==> src/rtl/best_match_select_pkg.sv <==
// Shared constants and state encoding for the best-match selector.
package best_match_select_pkg;
    localparam int NUM_PE    = 16;
    localparam int DIST_W    = 8;
    localparam int BATCH_CNT = 16;
    localparam int X_BIAS    = 8;
    localparam int MV_W      = 4;

    typedef enum logic {IDLE, SCAN} state_t;
endpackage

==> src/rtl/best_match_select_min_compare.sv <==
// Strict-less compare of a candidate against the running best, with a forced take
// for the first candidate after a clear.
module min_compare #(
    parameter int DIST_W = 8,
    parameter int MV_W   = 4
) (
    input  logic              force_take,
    input  logic [DIST_W-1:0] cur_dist,
    input  logic [MV_W-1:0]   cur_x,
    input  logic [MV_W-1:0]   cur_y,
    input  logic [DIST_W-1:0] cand_dist,
    input  logic [MV_W-1:0]   cand_x,
    input  logic [MV_W-1:0]   cand_y,
    output logic              take,
    output logic [DIST_W-1:0] sel_dist,
    output logic [MV_W-1:0]   sel_x,
    output logic [MV_W-1:0]   sel_y
);
    // Strict less keeps the earlier candidate on ties.
    assign take     = force_take || (cand_dist < cur_dist);
    assign sel_dist = take ? cand_dist : cur_dist;
    assign sel_x    = take ? cand_x    : cur_x;
    assign sel_y    = take ? cand_y    : cur_y;
endmodule

==> src/rtl/best_match_select.sv <==
// Captures a batch of PE distances and scans them one per cycle, tracking the
// minimum distance and its motion vector across up to BATCH_CNT batches.
module best_match_select #(
    parameter int NUM_PE = best_match_select_pkg::NUM_PE,
    parameter int DIST_W = best_match_select_pkg::DIST_W
) (
    input  logic                     clock,
    input  logic                     reset,
    input  logic                     CompStart,
    input  logic [NUM_PE-1:0]        PEready,
    input  logic [NUM_PE*DIST_W-1:0] Distance,
    input  logic [3:0]               VectorY,
    output logic [DIST_W-1:0]        BestDist,
    output logic [3:0]               MotionX,
    output logic [3:0]               MotionY,
    output logic                     Busy,
    output logic                     Done,
    output logic                     Overrun
);
    import best_match_select_pkg::*;

    localparam int IDX_W = (NUM_PE > 1) ? $clog2(NUM_PE) : 1;

    state_t                         state, state_n;
    logic [NUM_PE-1:0][DIST_W-1:0]  lanes;
    logic [IDX_W-1:0]               idx;
    logic [4:0]                     bcnt;
    logic                           first;
    logic [3:0]                     ycap;

    logic                           capture, scan_en, last;
    logic                           take;
    logic [DIST_W-1:0]              sel_dist;
    logic [3:0]                     sel_x, sel_y, cand_x;

    always_ff @(posedge clock) begin
        if (reset) state <= IDLE;
        else       state <= state_n;
    end

    // CompStart low overrides everything, discarding any partial scan.
    always_comb begin
        state_n = state;
        if (!CompStart) state_n = IDLE;
        else begin
            case (state)
                IDLE:    if (capture) state_n = SCAN;
                SCAN:    if (last)    state_n = IDLE;
                default: state_n = IDLE;
            endcase
        end
    end

    always_comb begin
        capture = CompStart && (state == IDLE) && (|PEready) && (bcnt != 5'(BATCH_CNT));
        scan_en = CompStart && (state == SCAN);
        last    = scan_en && (idx == IDX_W'(NUM_PE - 1));
    end

    assign cand_x = 4'(idx) - 4'(X_BIAS);

    min_compare #(.DIST_W(DIST_W), .MV_W(4)) u_cmp (
        .force_take (first),
        .cur_dist   (BestDist),
        .cur_x      (MotionX),
        .cur_y      (MotionY),
        .cand_dist  (lanes[idx]),
        .cand_x     (cand_x),
        .cand_y     (ycap),
        .take       (take),
        .sel_dist   (sel_dist),
        .sel_x      (sel_x),
        .sel_y      (sel_y)
    );

    always_ff @(posedge clock) begin
        if (reset) begin
            idx      <= '0;
            bcnt     <= '0;
            first    <= 1'b1;
            BestDist <= '1;
            MotionX  <= '0;
            MotionY  <= '0;
            Busy     <= 1'b0;
            Done     <= 1'b0;
            Overrun  <= 1'b0;
        end else begin
            Busy <= (state_n == SCAN);
            Done <= last && (bcnt == 5'(BATCH_CNT - 1));
            if (!CompStart) begin
                idx     <= '0;
                bcnt    <= '0;
                first   <= 1'b1;
                Overrun <= 1'b0;
            end else begin
                if (capture) begin
                    lanes <= Distance;
                    ycap  <= VectorY;
                    idx   <= '0;
                end
                if ((state == SCAN) && (|PEready)) Overrun <= 1'b1;
                if (scan_en) begin
                    idx <= last ? '0 : idx + 1'b1;
                    if (take) begin
                        BestDist <= sel_dist;
                        MotionX  <= sel_x;
                        MotionY  <= sel_y;
                        first    <= 1'b0;
                    end
                    if (last) bcnt <= bcnt + 5'd1;
                end
            end
        end
    end
endmodule

==> config.mk <==
export PLATFORM = sky130hd
export DESIGN_NAME = best_match_select
export DESIGN_NICKNAME = d
export VERILOG_FILES = /design/src/rtl/best_match_select_pkg.sv /design/src/rtl/best_match_select_min_compare.sv /design/src/rtl/best_match_select.sv
export SDC_FILE = /design/constraint.sdc
export NUM_CORES = 1
export LEC_CHECK = 0
export CORE_MARGIN = 2
export CORE_UTILIZATION = 41
export CTS_CLUSTER_DIAMETER = 80
export CTS_CLUSTER_SIZE = 12
export DETAILED_ROUTE_END_ITERATION = 6
export PLACE_DENSITY = 0.72
export REMOVE_ABC_BUFFERS = 1
export SETUP_SLACK_MARGIN = 0.02
export SLEW_MARGIN = 20
export SYNTH_ARGS = -nofsm -noshare
export SYNTH_HDL_FRONTEND = slang
export SYNTH_HIERARCHICAL = 1
export SYNTH_SLANG_ARGS = --single-unit
==> constraint.sdc <==
create_clock -name clock -period 8.25 [get_ports clock]
set_clock_uncertainty 0.2 [all_clocks]
set_input_delay 1.2375 -clock clock [delete_from_list [all_inputs] [get_ports clock]]
set_output_delay 1.2375 -clock clock [all_outputs]
set_load 0.02 [all_outputs]
==> results by stage, run 1 <==
Synthesis:
- After technology mapping, the gate count stands at 387.
- Sorting the synthesized cells by how often they occur yields sky130_fd_sc_hd__edfxtp_1, sky130_fd_sc_hd__nand2_1, sky130_fd_sc_hd__dfxtp_1.
- The most used flip-flop cell after synthesis is sky130_fd_sc_hd__edfxtp_1.
- The async set-or-reset flop fraction in the synthesized netlist is 0%.
- The total of flip-flops plus latches after synthesis is 161.
- The number of warnings printed during yosys synthesis is 6.
- The number of enable-type register cells in the synthesized netlist is 132.
- The fraction of synthesized cell area taken by the top area cell type is just over 60%.
- The share of the Yosys chip area taken by registers is about 69%.
- The netlist uses between 40 and 50 different library cells.
- The most used standard cell by instance count after synthesis is sky130_fd_sc_hd__edfxtp_1.
- The cell type contributing the most total cell area after synthesis is sky130_fd_sc_hd__edfxtp_1.
- The area of the mapped netlist is ~0.0066 mm2.
- Sorting the synthesized cells by area gives the leading types as sky130_fd_sc_hd__edfxtp_1, sky130_fd_sc_hd__mux4_2, sky130_fd_sc_hd__dfxtp_1.
- In this run the mean area of a mapped cell was about 17 um2.

Timing:
- The transition at the pin with the smallest max-transition slack is 1.01 ns.
- The post-route clock period utilization is a little under three fifths.
- The hold violation total from the final report is 0.
- The final number of setup-violating endpoints is 0.
- The setup total negative slack is 0 ns.
- In this run the tightest slew margin relative to its limit is 32.9%.
- The peak clock frequency supported by timing is 216 MHz.
- The total count of max-transition violations in the final report is 0.
- Setup repair after global routing left no endpoint under its margin.
- The time the worst path needs with I/O delays and setup is 4.64 ns.

GRT:
- The remaining global-route overflow is 0.
- The initial antenna violation count is 0.
- The first global-routing pass estimated 21.8 mm of wire.
- Global routing used 17.5% of the available tracks across all layers.
- The pin count of the biggest net entering global routing is 79.
- The via count of the first global-routing pass is between 4000 and 5000.

Power and ir drop:
- The net switching fraction of the power is 19.3%.
- Dividing total power by cell area gives a power density of 201 mW/mm2.
- The leakage power total is 3.06 nW.
- In this run, the combinational gates consume 7.0% of the power.
- The worst-case vdd ir drop is 125 uV.
- Overall power consumption after layout is estimated at 1.81 mW.
- The clock group share of total power is 42.5%.
- The internal portion of the total power is around 1.5 mW.
- In this run the power spent charging and discharging nets is 348 uW.
- In this run, flip-flops and latches consume 50.5% of the power.

Layout:
- In the final design database the tool counted 723 nets.
- The area of all placed cells without fillers is 0.00900 mm2.
- Summing all multi-input logic gate instances after layout gives 0.00185 mm2.
- The number of fill cells in the layout is 1248.
- The area growth from synthesis to layout is 37.3%.
- The fraction of final layout cells sized beyond drive strength 1 is approximately 14%.
- Measured on the finished design, the core utilization comes to 57.1%.
- In the final layout, flip-flops and latches occupy 0.00455 mm2.
- The repair_antennas step left the layout with diodes totalling 0.

CTS:
- The clock passes through at most 2 buffers.
- The hold buffer count at CTS is 0.
- The source-to-sink clock delay at the later pin of the worst-skew pair is 0.41 ns.
- CTS built an H-tree with a depth of 4.
- The count of instances resized after the clock tree is built is 0.
- The number of buffers inserted during clock tree synthesis is 17.
- Clock tree synthesis selected as its root buffer the cell sky130_fd_sc_hd__clkbuf_16.
- The register clock-pin slew on the reported worst setup and hold paths is 0.06 ns.
- The number of setup buffers added after CTS is 0.
- Counting every sink on the clock net gives 161.
- TritonCTS built the clock tree.

Setup path:
- The maximum single-stage delay on the critical path is 0.59 ns.
- The internal reg-to-reg setup slack is ~3.6 ns.
- The family of cells with the greatest summed delay on the critical path is simple AND/OR/NAND/NOR gates.
- The most critical setup path has its startpoint at idx[0].
- The combined buffer and inverter count along the critical path is 2.
- In this run the critical register-to-register path is launched from idx[0].
- The type of element launching the critical path is a flop.
- The worst setup path is of the flop to flop kind.
- The critical path ends at MotionX[2].
- The critical path goes through buf_4 -> mux4_2 -> o22ai_1 -> nor2_1 -> ha_1 -> nand4_1 -> or3_1 -> a21oi_4 -> inv_1 -> nand3_1 -> nand2_1 -> a21oi_1.
- On the critical path, the stage with the largest delay is an instance of sky130_fd_sc_hd__a21oi_4.
- The data arrival time at the worst-slack endpoint is 4.77 ns.
- The critical path crosses 12 cells after its start point.
- In this run the critical register-to-register path is captured at MotionX[2].
- The type of destination of the critical path is a flop.
- The worst-case reg-to-reg path depth is 12.
- Of all nets on the critical path, the largest fanout is 26.
- The required arrival time at the worst endpoint is about 8.4 ns.

Outcome:
- The run finished with clean final reports.

Floorplan:
- The chip width is ~130 um.
- The floorplan die height is around 130 um.
- The floorplan has 46 rows.
- The number of placed I/O pins is 170.
- The die covers around 0.017 mm2.
- The total core area is 0.0158 mm2.
- The starting utilization of the core area is about 42%.

Routing:
- The routed via count divided by cell count is 5.02.
- The initial detailed-routing violation count is ~220.
- The number of vias in the routed layout is between 3000 and 4000.
- The number of nets with antenna violations after detailed routing is 0.
- The number of detailed-routing iterations run before antenna repair is 4.
- After detailed routing, the number of remaining DRC violations is 0.
- The total wire length is ~14 mm.
- After detailed routing, the average wire length per cell comes to 18.1 um.

Hold path:
- The class of the worst hold path is flop to flop.

Place:
- The half-perimeter wire length after placement is 10.2 mm.
- At the end of routability-driven placement, the weighted congestion stood at approximately 0.73.
- The instance area after placement is 0.00842 mm2.
- The count of buffers added on input and output ports is 169.

Run:
- The count of max-cap constraint violations is 0.
-- per-stage QoR --
| step | setup WS [ns] | std cells | hold WS, ns |
|---|---|---|---|
| floorplan | 0.327 | 370 | 0.284 |
| global placement | 3.62 | 758 | 0.265 |
| detailed placement | 3.46 | 758 | 0.273 |
| CTS | 3.55 | 789 | 0.285 |
| global route | 3.16 | 789 | 0.312 |
| finish | 3.61 | 789 | 0.284 |
-- worst min path at each step --
stage | from | endpoint | slack, ns | cells after the start
2_1_floorplan | bcnt[1] | bcnt[1] | 0.28 | 2
3_3_place_gp | MotionY[1] | MotionY[1] | 0.27 | 2
3_5_place_dp | MotionY[1] | MotionY[1] | 0.27 | 2
4_1_cts | MotionY[1] | MotionY[1] | 0.28 | 2
5_1_grt | MotionX[2] | MotionX[2] | 0.31 | 2
6_report | MotionY[3] | MotionY[3] | 0.28 | 2
-- per-layer routing --
metal	wire length, um	GRT usage [%]	up-vias	share of wire, %
met5	0	0	-	0
li1	-	-	1859	-
met3	806	4.23	8	5.6
met2	7540	30.3	133	53
met1	5850	22.1	1960	41
met4	112	5.32	0	0.78
-- power by group through the flow --
stage               logic (mW)  clock network [mW]  registers, mW
floorplan               0.0321                   0          0.935
finish                   0.126               0.769          0.913
CTS                      0.127               0.783          0.913
detailed placement       0.127                   0          0.930
global route             0.136               0.815          0.914
global placement         0.124                   0          0.928
-- area by class of cell --
class / instances / area share, %
clock buffer: 20 / 4.85
clock inverter: 11 / 1.56
inverter: 13 / 0.542
multi-input combinational: 196 / 20.5
sequential: 161 / 50.5
tap: 216 / 3.00
timing repair buffer: 172 / 19.0
-- kinds of logic (layout without fill, tap and decap cells) --
kind of cell | count (synthesis) | after routing | synth area share [%]
flip-flops | 161 | 161 | 69.3
AND/OR/NAND/NOR | 90 | 90 | 6.64
multiplexers | 48 | 48 | 14.5
AO/OA/AOI/OAI | 44 | 44 | 4.41
buffers and inverters | 30 | 216 | 2.67
adder cells (fa/ha/maj) | 11 | 11 | 2.10
XOR/XNOR | 3 | 3 | 0.401
-- cell usage in the layout, fill, tap and decap left out, drive strengths merged, types with 3 or more instances in the layout --
cell type	netlist	layout
dfxtp	29	29
mux4	32	32
clkinvlp	0	3
buf	9	3
nand3	3	3
mux2	16	16
a21o	4	4
bufinv	0	3
nand3b	8	8
o21ai	3	3
clkdlybuf4s50	0	169
o22ai	16	16
inv	13	13
nor4	4	4
nor2	18	18
edfxtp	132	132
ha	11	11
clkbuf	8	20
clkinv	0	5
nand2	38	38
a211oi	3	3
xnor2	3	3
nand2b	5	5
a21oi	14	14
-- worst reg2reg max path: cells and delay by family (launching register included) --
family | cells | cell delay [ns]
muxes | 1 | 0.61
buffers and inverters | 2 | 0.64
DFF | 1 | 0.56
AOI/OAI and AO/OA | 3 | 1.00
adders and majority gates | 1 | 0.33
and+or+nand+nor | 5 | 1.22
-- flip-flops by register name, summed over array words and instances, names as in the netlist --
signal	count
ycap	4
Done	1
bcnt	5
lanes	128
MotionX	4
BestDist	8
Overrun	1
Busy	1
MotionY	4
first	1
idx	4
Power figures use the tool's default switching activity.
==> run 2, diff against run 1 <==
--- a/config.mk
+++ b/config.mk
@@ -10,7 +10,7 @@
 export CTS_CLUSTER_DIAMETER = 80
 export CTS_CLUSTER_SIZE = 12
 export DETAILED_ROUTE_END_ITERATION = 6
-export PLACE_DENSITY = 0.72
+export PLACE_DENSITY = 0.69
 export REMOVE_ABC_BUFFERS = 1
 export SETUP_SLACK_MARGIN = 0.02
 export SLEW_MARGIN = 20
==> constraint.sdc (replaced) <==
create_clock -name clock -period 4.7 [get_ports clock]
set_clock_uncertainty 0.2 [all_clocks]
set_input_delay 0.705 -clock clock [delete_from_list [all_inputs] [get_ports clock]]
set_output_delay 0.705 -clock clock [all_outputs]
set_load 0.02 [all_outputs]
==> run 2 against run 1 <==
Worst setup slack lost 2.9 ns. Global-route usage fell by 0.11 points. Clock power is 79% higher. Final area up 0.71%. Routed wire length decreased by 0.65%. Sequential cell count unchanged. Register-to-register slack lost 2.9 ns. Hold slack worse by 0.011 ns. Final cell count rose by 0.76%. Core utilization rose by 0.40 points. Non-clock buffer count increased by 5.
==> results by stage, run 2 (synthesized netlist as in run 1, its figures left out) <==
Setup path:
- The number of cells on the critical path is 12 (unchanged).
- The data arrival time at the worst-slack endpoint is 4.03 ns (-0.74 ns).
- The type of element launching the critical path is a flop.
- The kind of critical path is flop to flop.
- The combined buffer and inverter count along the critical path was 2 (unchanged).
- The kind of cell with the highest combined delay along the critical path is simple AND/OR/NAND/NOR gates.
- The worst-case reg-to-reg path depth was 12 (unchanged).
- The critical-path maximum fanout was 17 (-35%).
- The worst setup path is captured at a flop.
- Traced cell by cell, the critical path runs through buf_4 -> mux4_1 -> o22ai_1 -> nor2_1 -> ha_1 -> a2111oi_0 -> or3_1 -> a21oi_4 -> inv_1 -> nand3_1 -> nand2_1 -> a21oi_1.
- The maximum single-stage delay on the critical path is 0.75 ns (+0.16 ns).
- The required arrival time at the worst endpoint is 4.77 ns (-3.61 ns).
- The critical-path cell with the highest stage delay is sky130_fd_sc_hd__dfxtp_1.

Place:
- The instance area after placement was 0.00847 mm2 (+0.59%).
- The half-perimeter wire length after placement is 10.2 mm (+0.15%).
- The final weighted congestion in routability-driven placement was 0.809 (+11%).
- The count of input and output buffers is 169 (unchanged).

Layout:
- In the final layout, the registers with the most flip-flops are lanes x128, BestDist x8, bcnt x5.
- The fraction of final layout cells sized beyond drive strength 1 is 15.4% (+1.1 points).
- lanes holds more flip-flops than any other register.
- The flip-flop count of the largest register after layout was 128 (unchanged).
- The library cell used most frequently in the layout, excluding fill and tap cells, is sky130_fd_sc_hd__clkdlybuf4s50_1.
- The core utilization of the finished layout is 57.5% (+0.40 points).
- The library cells used most frequently in the layout, excluding fill and tap cells, are sky130_fd_sc_hd__clkdlybuf4s50_1, sky130_fd_sc_hd__edfxtp_1, sky130_fd_sc_hd__nand2_1.
- The number of fill cells in the layout is 1230 (-1.4%).
- The count of inserted antenna diode cells came to 0 (unchanged).
- The area of all placed cells without fillers is 0.00907 mm2 (+0.71%).
- From synthesis to final layout, the design area changed by 38.3%.
- The number of nets at the end of the flow is 728 (+0.69%).

Run:
- The count of max-cap constraint violations was 0 (unchanged).

Timing:
- The total count of max-transition violations in the final report is 0 (unchanged).
- Setup repair after global routing left no endpoint under its margin.
- The time the worst path needs with I/O delays and setup is 3.96 ns (-0.677 ns).
- The post-route clock period utilization is 84.2% (+28 points).
- The peak clock frequency supported by timing is 253 MHz (+17%).
- The remaining max-slew budget at the tightest pin came to 52.6% (+20 points).
- The transition at the pin with the smallest max-transition slack is 0.709 ns (-0.298 ns).
- The hold violation total from the final report is 0 (unchanged).
- The final number of setup-violating endpoints came to 0 (unchanged).

Outcome:
- The flow ran to the end, and the final reports show no timing, DRC or antenna violations.

Routing:
- The average wire length per cell after detail routing is 17.9 um (-1.4%).
- The DRC violations left came to 0 (unchanged).
- The total wire length is 14.2 mm (-0.65%).
- The initial detailed-routing violation count is 204 (-6.4%).
- The number of nets with antenna violations after detailed routing came to 0 (unchanged).
- The number of detailed-routing iterations run before antenna repair came to 5 (+1).
- The number of vias in the routed layout came to 3983 (+0.58%).
- The routed via count divided by cell count was 5.01 (-0.18%).

GRT:
- The initial antenna violation count is 0 (unchanged).
- The total track usage was 17.4% (-0.11 points).
- The pin count of the biggest net entering global routing was 89 (+13%).
- The via count of the first global-routing pass is 4146 (-0.14%).
- The remaining global-route overflow came to 0 (unchanged).
- The global-route wire length before repair is 21.6 mm (-0.95%).

CTS:
- The register clock-pin slew on the reported worst setup and hold paths is 0.07 ns (about the same).
- TritonCTS built the clock tree.
- The number of setup buffers added after CTS was 0 (unchanged).
- The number of buffers on the longest clock path is 2 (unchanged).
- The root buffer cell is sky130_fd_sc_hd__clkbuf_16.
- The number of levels the H-tree was split into came to 4 (unchanged).
- The number of buffers inserted during clock tree synthesis is 17 (unchanged).
- The hold buffer count at CTS is 0 (unchanged).
- The source-to-sink clock delay at the later pin of the worst-skew pair is 0.42 ns (about the same).
- The count of instances resized after the clock tree is built is 0 (unchanged).
- The CTS sink count came to 161 (unchanged).

Power and ir drop:
- The power share of the combinational group is 7.0% (about the same).
- The leakage power total is 3.10 nW (+1.4%).
- The cell-internal power is 2.57 mW (+76%).
- The power density normalized to cell area was 353 mW/mm2 (+76%).
- The worst-case vdd ir drop is 233 uV (+87%).
- The portion of total power attributed to sequential cells is 49.9% (-0.6 points).
- The net switching component of the power is 639 uW (+84%).
- The net switching fraction of the power is 19.9% (+0.69 points).
- The clock group share of total power was 43.1% (+0.6 points).

Floorplan:
- The chip width is 130 um (unchanged).
- The total core area is 0.0158 mm2 (unchanged).
- The starting utilization of the core area is 41.6% (unchanged).
- The row count came to 46 (unchanged).
- The die area is 0.0170 mm2 (unchanged).
- The number of placed I/O pins is 170 (unchanged).
- The floorplan die height was 130 um (unchanged).

Hold path:
- The depth of the worst hold-timing path came to 2 (unchanged).
- In this run the worst hold path is classified as flop to flop.
## run 2: cell types whose count changed in the layout (fill, tap and decap cells not counted), sizes merged
cell / before / now
inv: 13 / 14
buf: 3 / 8
clkinv: 5 / 8
clkbuf: 20 / 17
## run 2: worst paths after layout
path / startpoint / endpoint / slack (ns)
min: MotionY[0] / MotionY[0] / 0.27
max reg2reg: idx[1] / MotionY[2] / 0.74
max: idx[1] / MotionY[2] / 0.74
min reg2reg: MotionY[0] / MotionY[0] / 0.27
## run 2: power by group through the flow
stage / Combinational [mW] / Sequential (mW) / Clock, mW
3_5_place_dp: 0.226 / 1.63 / 0
4_1_cts: 0.226 / 1.60 / 1.41
5_1_grt: 0.241 / 1.60 / 1.47
2_1_floorplan: 0.0564 / 1.64 / 0
3_3_place_gp: 0.222 / 1.63 / 0
6_report: 0.224 / 1.60 / 1.38
## run 2: final cells by class
| class | instances | area, um2 | share of cell area [%] |
|---|---|---|---|
| clock buffer | 17 | 425 | 4.69 |
| clock inverter | 15 | 168 | 1.85 |
| inverter | 13 | 48.8 | 0.538 |
| multi-input combinational | 196 | 1850 | 20.4 |
| sequential | 161 | 4550 | 50.1 |
| tap | 216 | 270 | 2.98 |
| timing repair buffer | 177 | 1760 | 19.5 |
## run 2: worst register-to-register path, delay by kind of cell (launching register included)
kind	cells	cell delay, ns
multiplexers	1	0.31
adder cells (fa/ha/maj)	1	0.28
buffers and inverters	2	0.41
AO/OA/AOI/OAI	4	0.83
AND/OR/NAND/NOR	4	1.03
flip-flops	1	0.75
## run 2: layer usage
layer  GRT usage [%]  wire length (um)
met5               0                 0
met4            5.19                90
met3            5.90              1030
met2            29.8              7230
met1            21.1              5870
## run 2: per-stage QoR
stage / setup TNS, ns / instances / setup WS, ns / hold WS, ns / power, mW
floorplan: -357.71 / 370 / -2.71 / 0.284 / 1.70
global placement: 0 / 763 / 0.736 / 0.253 / 1.85
detailed placement: 0 / 763 / 0.765 / 0.266 / 1.86
CTS: 0 / 795 / 0.707 / 0.277 / 3.23
global route: 0 / 795 / 0.447 / 0.299 / 3.31
finish: 0 / 795 / 0.742 / 0.273 / 3.20
==> run 3, diff against run 2 <==
--- a/config.mk
+++ b/config.mk
@@ -10,7 +10,7 @@
 export CTS_CLUSTER_DIAMETER = 80
 export CTS_CLUSTER_SIZE = 12
 export DETAILED_ROUTE_END_ITERATION = 6
-export PLACE_DENSITY = 0.69
+export PLACE_DENSITY = 0.72
 export REMOVE_ABC_BUFFERS = 1
 export SETUP_SLACK_MARGIN = 0.02
 export SLEW_MARGIN = 20
==> constraint.sdc (replaced) <==
create_clock -name clock -period 3.6 [get_ports clock]
set_clock_uncertainty 0.2 [all_clocks]
set_input_delay 0.54 -clock clock [delete_from_list [all_inputs] [get_ports clock]]
set_output_delay 0.54 -clock clock [all_outputs]
set_load 0.02 [all_outputs]
==> run 3 against run 2 <==
Power rose by 28%. Routed wire length rose by 2.9%. Non-clock buffer count rose by 5. Die area did not move. Sequential share of layout area fell by 0.48 points. Critical path type unchanged.
==> results by stage, run 3 (synthesized netlist as in run 1, its figures left out) <==
CTS:
- The source-to-sink clock delay at the later pin of the worst-skew pair is 0.42 ns (about the same).
- The CTS sink count is 161 (unchanged).
- The number of setup buffers added after CTS is 0 (unchanged).
- In this run the clock root is driven by a sky130_fd_sc_hd__clkbuf_16.
- The number of levels the H-tree was split into is 4 (unchanged).
- The hold buffer count at CTS was 0 (unchanged).
- The number of buffers inserted during clock tree synthesis came to 17 (unchanged).
- The number of buffers on the longest clock path is 2 (unchanged).
- The register clock-pin slew on the reported worst setup and hold paths came to 0.06 ns (about the same).
- TritonCTS built the clock tree.

Floorplan:
- The die area was 0.0170 mm2 (unchanged).
- The number of placed I/O pins is 170 (unchanged).
- The row count is 46 (unchanged).
- The floorplan die height came to 130 um (unchanged).
- The total core area is 0.0158 mm2 (unchanged).
- The chip width is 130 um (unchanged).
- The starting utilization of the core area is 41.6% (unchanged).

Layout:
- The number of fill cells in the layout is 1214 (-1.3%).
- The area growth from synthesis to layout is 39.7%.
- The core utilization of the finished layout is 58.1% (+0.59 points).
- The library cells used most frequently in the layout, excluding fill and tap cells, are sky130_fd_sc_hd__clkdlybuf4s50_1, sky130_fd_sc_hd__edfxtp_1, sky130_fd_sc_hd__nand2_1.
- The storage element area was 0.00455 mm2 (about the same).
- lanes holds more flip-flops than any other register.
- The count of inserted antenna diode cells was 0 (unchanged).
- The fraction of final layout cells sized beyond drive strength 1 is 15.8% (+0.38 points).
- The number of nets at the end of the flow is 733 (+0.69%).
- The flip-flop count of the largest register after layout came to 128 (unchanged).
- The library cell used most frequently in the layout, excluding fill and tap cells, is sky130_fd_sc_hd__clkdlybuf4s50_1.
- The largest registers in the layout are lanes x128, BestDist x8, bcnt x5.
- The footprint of the multi-input gates is 0.00186 mm2 (+0.75%).

Setup path:
- The critical-path maximum fanout is 17 (unchanged).
- The worst register-to-register path begins at idx[0].
- The required arrival time at the worst endpoint came to 3.69 ns (-1.08 ns).
- The type of element launching the critical path is a flop.
- The internal reg-to-reg setup slack is 0.16 ns (-0.59 ns).
- The type of destination of the critical path is a flop.
- The data arrival time at the worst-slack endpoint is 3.54 ns (-0.49 ns).
- In this run the critical register-to-register path is captured at MotionY[3].
- The worst-case reg-to-reg path depth was 12 (unchanged).
- The setup path with the least slack is of type flop to flop.

Timing:
- The transition at the pin with the smallest max-transition slack is 0.500 ns (-0.209 ns).
- The total count of max-transition violations in the final report came to 0 (unchanged).
- The setup total negative slack is 0 ns (unchanged).
- The remaining max-slew budget at the tightest pin is 66.6% (+14 points).
- The final number of setup-violating endpoints came to 0 (unchanged).
- Setup repair after global routing could not meet its margin everywhere.
- The post-route clock period utilization was 95.7% (+11 points).
- The peak clock frequency supported by timing came to 290 MHz (+15%).
- The hold violation total from the final report is 0 (unchanged).
- The time the worst path needs with I/O delays and setup is 3.44 ns (-0.514 ns).

Place:
- The count of input and output buffers is 169 (unchanged).
- The final weighted congestion in routability-driven placement is 0.796 (-1.6%).
- The half-perimeter wire length after placement is 10.1 mm (-1.7%).

Routing:
- The number of vias in the routed layout is 4062 (+2.0%).
- The number of detailed-routing iterations run before antenna repair is 7 (+2).
- The number of nets with antenna violations after detailed routing is 0 (unchanged).
- The total wire length is 14.6 mm (+2.9%).
- The DRC violations left was 0 (unchanged).
- The initial detailed-routing violation count came to 214 (+4.9%).
- The routed via count divided by cell count is 5.08 (+1.3%).
- The average wire length per cell after detail routing came to 18.3 um (+2.3%).

Hold path:
- The depth of the worst hold-timing path is 2 (unchanged).
- The start point of the worst hold path is Overrun.
- The class of the worst hold path is flop to flop.
- The terminating pin of the worst hold path is Overrun.

Power and ir drop:
- The leakage power total is 3.13 nW (+0.93%).
- The worst-case vdd ir drop is 328 uV (+41%).
- The power density normalized to cell area came to 447 mW/mm2 (+26%).

GRT:
- The total track usage is 17.5% (+0.15 points).
- The initial antenna violation count is 0 (unchanged).
- The global-route wire length before repair is 21.8 mm (+0.93%).
- The pin count of the biggest net entering global routing is 89 (unchanged).
- The via count of the first global-routing pass was 4128 (-0.43%).
- The remaining global-route overflow came to 0 (unchanged).

Run:
- The count of max-cap constraint violations is 0 (unchanged).

Outcome:
- The flow ran to the end, and the final reports show no timing, DRC or antenna violations.
-- run 3: report_power, final --
part	internal (mW)	leakage (nW)	switching (mW)	total, mW
logic	0.200	1.42	0.0992	0.299
clock network	1.02	0.266	0.685	1.70
registers	2.07	1.44	0.0182	2.09
-- run 3: stage by stage --
stage | hold WS [ns] | power (mW) | area (um2) | setup WS [ns] | std cells
floorplan | 0.284 | 2.22 | 6430 | -3.81 | 370
global placement | 0.254 | 2.42 | 8550 | 0.0545 | 767
detailed placement | 0.263 | 2.43 | 8550 | -0.0979 | 767
CTS | 0.278 | 4.14 | 9120 | 0.0819 | 799
global route | 0.294 | 4.23 | 9160 | 0.0144 | 800
finish | 0.275 | 4.09 | 9160 | 0.156 | 800
-- run 3: routing by layer --
metal	up-vias	global-route usage (%)	routed length [um]
met1	1982	21.4	6040
li1	1888	-	-
met4	0	7.38	415
met5	-	0	0
met2	166	30.5	7400
met3	26	3.79	774
-- run 3: area by class of cell --
type                       instances  area share, %
clock inverter                    10           1.23
clock buffer                      22           4.85
timing repair buffer             182           20.5
inverter                          13          0.533
tap                              216           2.95
multi-input combinational        196           20.3
sequential                       161           49.7
-- run 3: critical path: stages, from the launching register on --
cell,delay [ns]
sky130_fd_sc_hd__dfxtp_4,0.41
sky130_fd_sc_hd__buf_12,0.19
sky130_fd_sc_hd__mux4_2,0.52
sky130_fd_sc_hd__o22ai_1,0.24
sky130_fd_sc_hd__nor2_1,0.11
sky130_fd_sc_hd__ha_1,0.30
sky130_fd_sc_hd__nand4_1,0.10
sky130_fd_sc_hd__or3_1,0.42
sky130_fd_sc_hd__a21oi_4,0.18
sky130_fd_sc_hd__buf_6,0.19
sky130_fd_sc_hd__mux2_2,0.34
sky130_fd_sc_hd__nand2_1,0.05
sky130_fd_sc_hd__a21oi_1,0.06
-- run 3: worst max-delay path by stage --
stage | start | endpoint | depth (start not counted)
finish | idx[0] | MotionY[3] | 12
global placement | idx[0] | MotionX[2] | 13
CTS | idx[0] | MotionY[3] | 13
floorplan | bcnt[0] | lanes[0] | 6
global route | idx[0] | MotionY[3] | 13
detailed placement | idx[0] | MotionY[0] | 13
-- run 3: timing repair --
action                                  in CTS  in global routing
resized for setup                            2                  4
pin swaps                                    0                  0
cloned                                       0                  1
endpoints found under the setup margin      16                 16
